$ cat config.mk
export PLATFORM = sky130hd
export DESIGN_NAME = cam_sccb_cfg_seq
export DESIGN_NICKNAME = d
export VERILOG_FILES = /design/src/rtl/cam_sccb_pkg.sv /design/src/rtl/cam_sccb_cfg_seq_phy.sv /design/src/rtl/cam_sccb_cfg_seq.sv
export SDC_FILE = /design/constraint.sdc
export NUM_CORES = 1
export LEC_CHECK = 0
export ABC_CLOCK_PERIOD_IN_PS = 2700
export BUFFER_PORTS_ARGS = -buffer_cell sky130_fd_sc_hd__buf_2
export CAP_MARGIN = 20
export CORE_MARGIN = 5
export CORE_UTILIZATION = 50
export CTS_CLUSTER_DIAMETER = 40
export CTS_CLUSTER_SIZE = 30
export DETAILED_ROUTE_END_ITERATION = 8
export PLACE_DENSITY = 0.7
export SYNTH_ARGS = -nofsm -noshare
export SYNTH_HDL_FRONTEND = slang
export SYNTH_SLANG_ARGS = --single-unit
export TNS_END_PERCENT = 30
$ cat constraint.sdc
create_clock -name clk -period 2.7 [get_ports clk]
set_input_delay 0.81 -clock clk [delete_from_list [all_inputs] [get_ports clk]]
set_output_delay 0.81 -clock clk [all_outputs]
set_load 0.05 [all_outputs]
$ cat src/rtl/cam_sccb_pkg.sv
// Shared types, constants and helpers for the SCCB camera config sequencer.
// CAM_CFG_SOFT_RESET_EN adds the soft-reset preamble states.
package cam_sccb_pkg;

  localparam logic [7:0] SOFT_RESET_REG = 8'h12;
  localparam logic [7:0] SOFT_RESET_VAL = 8'h80;
  localparam int         BITS_PER_XFER  = 27;

  typedef enum logic [3:0] {
    S_IDLE,
    S_FETCH,
    S_START,
    S_SEND,
    S_GAP,
    S_FIN
`ifdef CAM_CFG_SOFT_RESET_EN
    ,
    S_SRST,
    S_SSEND,
    S_SWAIT
`endif
  } seq_state_t;

  typedef enum logic [2:0] {
    P_IDLE,
    P_START,
    P_SEND,
    P_STOP,
    P_GAP
  } phy_state_t;

  function automatic int qdiv_calc(input int clk_hz, input int sccb_hz);
    int q;
    q = clk_hz / (4 * sccb_hz);
    return (q < 1) ? 1 : q;
  endfunction

endpackage

$ cat src/rtl/cam_sccb_cfg_seq_phy.sv
// sccb_write_phy: quarter-tick generator and one 3-phase SCCB write
// (START, 27 bits, STOP, idle gap) driven as open-drain enables.
module sccb_write_phy
  import cam_sccb_pkg::*;
#(
  parameter int CLK_HZ   = 12000000,
  parameter int SCCB_HZ  = 100000,
  parameter int GAP_BITS = 2
) (
  input  logic        clk,
  input  logic        reset,
  input  logic        go,
  input  logic [23:0] payload,
  output logic        ready,
  output logic        scl_oe,
  output logic        sda_oe
);

  localparam int QDIV = qdiv_calc(CLK_HZ, SCCB_HZ);
  localparam int QW   = (QDIV > 1) ? $clog2(QDIV) : 1;
  localparam logic [QW-1:0] QLAST = QW'(QDIV - 1);
  localparam logic [4:0] BLAST = 5'(BITS_PER_XFER - 1);
  localparam logic [4:0] GLAST = 5'(GAP_BITS - 1);

  phy_state_t  state, state_n;
  logic [QW-1:0] qcnt, qcnt_n;
  logic [1:0]  quarter, quarter_n;
  logic [4:0]  bitcnt, bitcnt_n;
  logic [3:0]  pos, pos_n;
  logic [23:0] sh, sh_n;
  logic        qtick;
  logic        scl_n, sda_n;

  assign ready = (state == P_IDLE);
  assign qtick = (qcnt == QLAST);

  always_comb begin
    state_n   = state;
    qcnt_n    = qcnt;
    quarter_n = quarter;
    bitcnt_n  = bitcnt;
    pos_n     = pos;
    sh_n      = sh;
    if (state == P_IDLE) begin
      qcnt_n = '0;
      if (go) begin
        state_n   = P_START;
        quarter_n = '0;
        bitcnt_n  = '0;
        pos_n     = '0;
        sh_n      = payload;
      end
    end else begin
      qcnt_n = qtick ? '0 : qcnt + 1'b1;
      if (qtick) begin
        quarter_n = quarter + 2'd1;
        unique case (state)
          P_START: begin
            if (quarter == 2'd1) begin
              state_n   = P_SEND;
              quarter_n = '0;
            end
          end
          P_SEND: begin
            if (quarter == 2'd3) begin
              // 9th bit of each byte is don't-care: no shift
              if (pos == 4'd8) begin
                pos_n = '0;
              end else begin
                pos_n = pos + 4'd1;
                sh_n  = {sh[22:0], 1'b0};
              end
              if (bitcnt == BLAST) begin
                state_n  = P_STOP;
                bitcnt_n = '0;
              end else begin
                bitcnt_n = bitcnt + 5'd1;
              end
            end
          end
          P_STOP: begin
            if (quarter == 2'd2) begin
              quarter_n = '0;
              state_n   = (GAP_BITS == 0) ? P_IDLE : P_GAP;
            end
          end
          P_GAP: begin
            if (quarter == 2'd3) begin
              if (bitcnt == GLAST) state_n = P_IDLE;
              else bitcnt_n = bitcnt + 5'd1;
            end
          end
          default: state_n = P_IDLE;
        endcase
      end
    end
  end

  // Pin levels follow the slot being entered so the pads are registered
  always_comb begin
    scl_n = 1'b0;
    sda_n = 1'b0;
    unique case (state_n)
      P_START: sda_n = 1'b1;
      P_SEND: begin
        scl_n = (quarter_n == 2'd0) || (quarter_n == 2'd3);
        sda_n = (pos_n != 4'd8) && !sh_n[23];
      end
      P_STOP: begin
        scl_n = (quarter_n == 2'd0);
        sda_n = (quarter_n != 2'd2);
      end
      default: ;
    endcase
  end

  always_ff @(posedge clk) begin
    if (reset) begin
      state   <= P_IDLE;
      qcnt    <= '0;
      quarter <= '0;
      bitcnt  <= '0;
      pos     <= '0;
      sh      <= '0;
      scl_oe  <= 1'b0;
      sda_oe  <= 1'b0;
    end else begin
      state   <= state_n;
      qcnt    <= qcnt_n;
      quarter <= quarter_n;
      bitcnt  <= bitcnt_n;
      pos     <= pos_n;
      sh      <= sh_n;
      scl_oe  <= scl_n;
      sda_oe  <= sda_n;
    end
  end

endmodule

$ cat src/rtl/cam_sccb_cfg_seq.sv
// Camera register-table sequencer: one SCCB write per {addr,val} entry.
// Build option CAM_CFG_SOFT_RESET_EN: soft-reset write + 1 ms settle first.
module cam_sccb_cfg_seq
  import cam_sccb_pkg::*;
#(
  parameter int         CLK_HZ   = 12000000,
  parameter int         SCCB_HZ  = 100000,
  parameter logic [7:0] DEV_ADDR = 8'h42,
  parameter int         NUM_REGS = 16,
  parameter int         GAP_BITS = 2
) (
  input  logic        clk,
  input  logic        reset,
  input  logic        start,
  output logic        busy,
  output logic        done,
  output logic [7:0]  tbl_idx,
  input  logic [15:0] tbl_data,
  output logic        scl_oe,
  output logic        sda_oe
);

  localparam logic [7:0] LAST_IDX = 8'(NUM_REGS - 1);

  seq_state_t  state, state_n;
  logic [7:0]  idx_n;
  logic        go;
  logic [23:0] payload;
  logic        ready;

`ifdef CAM_CFG_SOFT_RESET_EN
  localparam int SRST_CYC = (CLK_HZ / 1000 < 1) ? 1 : CLK_HZ / 1000;
  localparam int SW = $clog2(SRST_CYC + 1);
  localparam logic [SW-1:0] SLAST = SW'(SRST_CYC - 1);
  logic [SW-1:0] scnt;
`endif

  assign busy = (state != S_IDLE);
  assign done = (state == S_FIN);

  always_comb begin
    state_n = state;
    idx_n   = tbl_idx;
    go      = 1'b0;
    payload = {DEV_ADDR, tbl_data};
    unique case (state)
      S_IDLE: begin
        if (start) begin
          idx_n = '0;
`ifdef CAM_CFG_SOFT_RESET_EN
          state_n = S_SRST;
`else
          state_n = S_FETCH;
`endif
        end
      end
      // ROM output lags tbl_idx by one cycle
      S_FETCH: state_n = S_START;
      S_START: begin
        go      = 1'b1;
        state_n = S_SEND;
      end
      S_SEND: if (ready) state_n = S_GAP;
      S_GAP: begin
        if (tbl_idx == LAST_IDX) begin
          state_n = S_FIN;
        end else begin
          idx_n   = tbl_idx + 8'd1;
          state_n = S_FETCH;
        end
      end
      S_FIN: state_n = S_IDLE;
`ifdef CAM_CFG_SOFT_RESET_EN
      S_SRST: begin
        go      = 1'b1;
        payload = {DEV_ADDR, SOFT_RESET_REG, SOFT_RESET_VAL};
        state_n = S_SSEND;
      end
      S_SSEND: if (ready) state_n = S_SWAIT;
      S_SWAIT: if (scnt == SLAST) state_n = S_FETCH;
`endif
      default: state_n = S_IDLE;
    endcase
  end

  always_ff @(posedge clk) begin
    if (reset) begin
      state   <= S_IDLE;
      tbl_idx <= '0;
    end else begin
      state   <= state_n;
      tbl_idx <= idx_n;
    end
  end

`ifdef CAM_CFG_SOFT_RESET_EN
  always_ff @(posedge clk) begin
    if (reset || state != S_SWAIT) scnt <= '0;
    else scnt <= scnt + 1'b1;
  end
`endif

  sccb_write_phy #(
    .CLK_HZ  (CLK_HZ),
    .SCCB_HZ (SCCB_HZ),
    .GAP_BITS(GAP_BITS)
  ) u_phy (
    .clk    (clk),
    .reset  (reset),
    .go     (go),
    .payload(payload),
    .ready  (ready),
    .scl_oe (scl_oe),
    .sda_oe (sda_oe)
  );

endmodule

==> results.toml <==
[die]
coreArea_mm2 = 0.005405
die_area_mm2 = 0.007061
dieWidth_um = 84.03
row_count = 27
die_h_um = 84.03
io_pins = 31
start_util = 0.5069

[critical_path]
rr_worst_depth = 9
r2r_end = "u_phy.sda_oe"
arrival_ns = 1.43
start_kind = "flip-flop"
cpMaxStageDelayCell = "dfxtp_1"
critPathCaptureType = "output pin"
crit_start = "state[2]"
worstPathRequired_ns = 1.89
reg2reg_from = "u_phy.state[1]"
crit_chain = "inv_1 -> nor3_1 -> buf_2"
worstSetupPathType = "reg -> out"
r2r_slack_ns = 0.53
cp_slowest_stage_delay_ns = 0.45
path_max_fanout = 7

[power]
switching_share = 0.2905
p_comb_frac = 0.136
cellPowerDensity_mw_per_mm2 = 533.2
intPower_uw = 1136
p_switching_uw = 465.2
p_total_uw = 1601
p_leak_uw = 0.001157
sequentialPowerShare = 0.554
clkPwrFrac = 0.310
ir_worst_vdd_mv = 0.3221

[yosys]
synthDistinctLibCells = 58
synth_edf_count = 0
synth_area_leaders = "dfxtp_1 (41%), ha_1 (7.3%), nor2_1 (6.7%)"
syn_area_mm2 = 0.002740
yosys_warnings = 0
syn_inst = 307
synth-simple-area-share = 0.2397
synth_area_leader_cell = "dfxtp_1"
synth-compound-area-share = 0.1845
avgSynthCellArea_um2 = 8.925
async_flop_share = 0
yosys.area.top_type_share = 0.4091
synth_top_family_by_area = "simple AND/OR/NAND/NOR gates"
synth_xor_area_frac = 0.03196
synth_nets = 342
synth_seq_cells = 56
yosysSeqAreaShare = 0.4091
synthAdderAreaFrac = 0.07306
synth.area.mux_share = 0.01096
synth_top_flop_cell = "dfxtp_1"

[layout]
multi_input_area_mm2 = 0.001480
nets = 365
fillers = 509
final_cells = 403
antenna_cells = 0
syn_to_final_growth_pct = 9.589
drive_above_1_share = 0.1541
regArea_mm2 = 0.001121

[clock_tree]
htree_levels = 2
postCtsSetupBuffers = 0
cts-resized-gates = 0
clk_path_buf_depth = 2
clk_latency_ns = 0.32
ctsHoldBuffers = 0
cts_made_buffers = 5
clk_pin_slew_ns = 0.11
cts_sinks = 56
cts_tree = "yes"
cts-root-buf = "clkbuf_8"

[timing]
fmax_mhz = 446.9
rsz0062_at_grt = "no"
finalCritPeriodShare = 0.8288
tightestPinTransition_ns = 0.5887
setup_viol = 0
setup_tns_ns = 0
hold_viol_final = 0
timing.hold.ws_ns = 0.4725
postLayoutSetupSlackWorst_ns = 0.4622
slew_viol_final = 0
period_needed_ns = 2.238
finClkSkew_ns = 0.01344
slew_headroom = 0.6075

[global_routing]
antenna_found_initial = 0
grt_max_degree = 35
grt_pass1_vias = 2123
grtUsageTotal = 0.1584
grt_pass1_wl_um = 9397
overflow = 0

[drt]
num_vias = 2247
via_per_inst = 5.576
firstDrtPassIters = 7
drc = 0
routed_wl_um = 5434
dr.first_iter.drc_count = 184
routedWlPerCell_um = 13.48
ant_nets = 0

[hold_path]
hp-start = "u_phy.sh[17]"
whs_endpoint = "u_phy.sh[17]"
hold_path_class = "reg -> reg"
holdPathStages = 2

[placement]
gp_congestion = 0.8815
place_ws_ns = 0.5775
dp_hpwl_um = 3811
numPortBuffers = 30
placed_cells = 395

[job]
max_cap_viol_count = 0

[run_status]
status = "finished, final reports clean"
-- per-layer routing --
layer | GRT usage | vias up | share of wire
met5 | 0 | - | 0
met1 | 0.2067 | 1033 | 0.46
met3 | 0.04344 | 5 | 0.066
met4 | 0.04386 | 0 | 0.012
met2 | 0.2561 | 55 | 0.47
li1 | - | 1154 | -
-- sequential cells by signal, summed over array words and instances (netlist names), 2 cells and up --
register       cells
state              3
tbl_idx            8
u_phy.bitcnt       5
u_phy.pos          4
u_phy.qcnt         5
u_phy.quarter      2
u_phy.sh          24
u_phy.state        3
-- through the flow --
stage | cell area, um2 | util
floorplan | 2740 | -
global placement | 2905 | 0.5375
detailed placement | 2905 | 0.5375
CTS | 3003 | 0.5556
global route | 3003 | 0.5556
finish | 3003 | 0.5556
-- layout by cell type (no fill, tap or decap), drive strengths merged, types with 2 or more instances in the layout --
cell type  Yosys  routed
a22oi          6       6
clkbuf         9       5
or3            2       2
nor2          49      49
and4b          2       2
xor2           5       5
nand2         19      19
buf            7      32
dfxtp         56      56
nand3b         2       2
nand2b         2       2
and3           3       3
or2            3       3
a21oi         16      16
mux2i          3       3
and2           3       3
and4           2       2
nand4          5       5
nand4b         3       3
ha            16      16
nor3           6       6
a222oi        15      15
inv           13      16
xnor2          5       5
o21ai         11      11
a31oi          8       8
nand3         10      10
a21o           2       2
a211oi         4       4
nor3b          3       3
nor2b          3       3
-- cell families (layout without fill, tap and decap cells) --
| group | count (synthesis) | count (layout) |
|---|---|---|
| simple gates | 123 | 123 |
| compound gates | 70 | 70 |
| flops | 56 | 56 |
| buf+inv | 29 | 53 |
| fa+ha+maj | 16 | 16 |
| xor+xnor | 10 | 10 |
| mux | 3 | 3 |
-- power groups by stage --
stage | logic [uW] | registers [uW] | clock network, uW
global route | 243 | 892 | 545
CTS | 219 | 886 | 511
global placement | 216 | 905 | 0
finish | 218 | 886 | 497
floorplan | 166 | 912 | 0
detailed placement | 217 | 905 | 0
-- synth_stat cells (all sizes together) (3+ instances only) --
cell type and number:
a22oi 6, a21oi 16, xnor2 5, nor2 49
dfxtp 56, and3 3, clkbuf 9, a31oi 8
inv 13, nand4 5, and2 3, nor2b 3
o21ai 11, or2 3, nor3 6, buf 7
ha 16, nand4b 3, mux2i 3, nand2 19
a211oi 4, nand3 10, xor2 5, a222oi 15
nor3b 3
-- worst max-delay path, delay by kind of cell (launching register included) --
kind	cells	cell delay, ns
buf+inv	2	0.46
flops	1	0.45
simple gates	1	0.21
-- worst max path at each step --
stage,endpoint,slack (ns)
after CTS,done,0.45
after global placement,u_phy.sda_oe,0.59
after detailed placement,u_phy.sda_oe,0.58
final,done,0.46
after global routing,u_phy.sda_oe,0.30
after floorplan,done,0.27
-- final cells by class --
cell class                      instances  area share
Clock buffer                            5     0.02292
Sequential cell                        56      0.3733
Clock inverter                          3    0.009583
Tap cell                               72     0.03000
Inverter                               13     0.01625
Multi-Input combinational cell        222      0.4929
Timing Repair Buffer                   32     0.05500
Note: power is estimated with default switching activity, not from simulation.
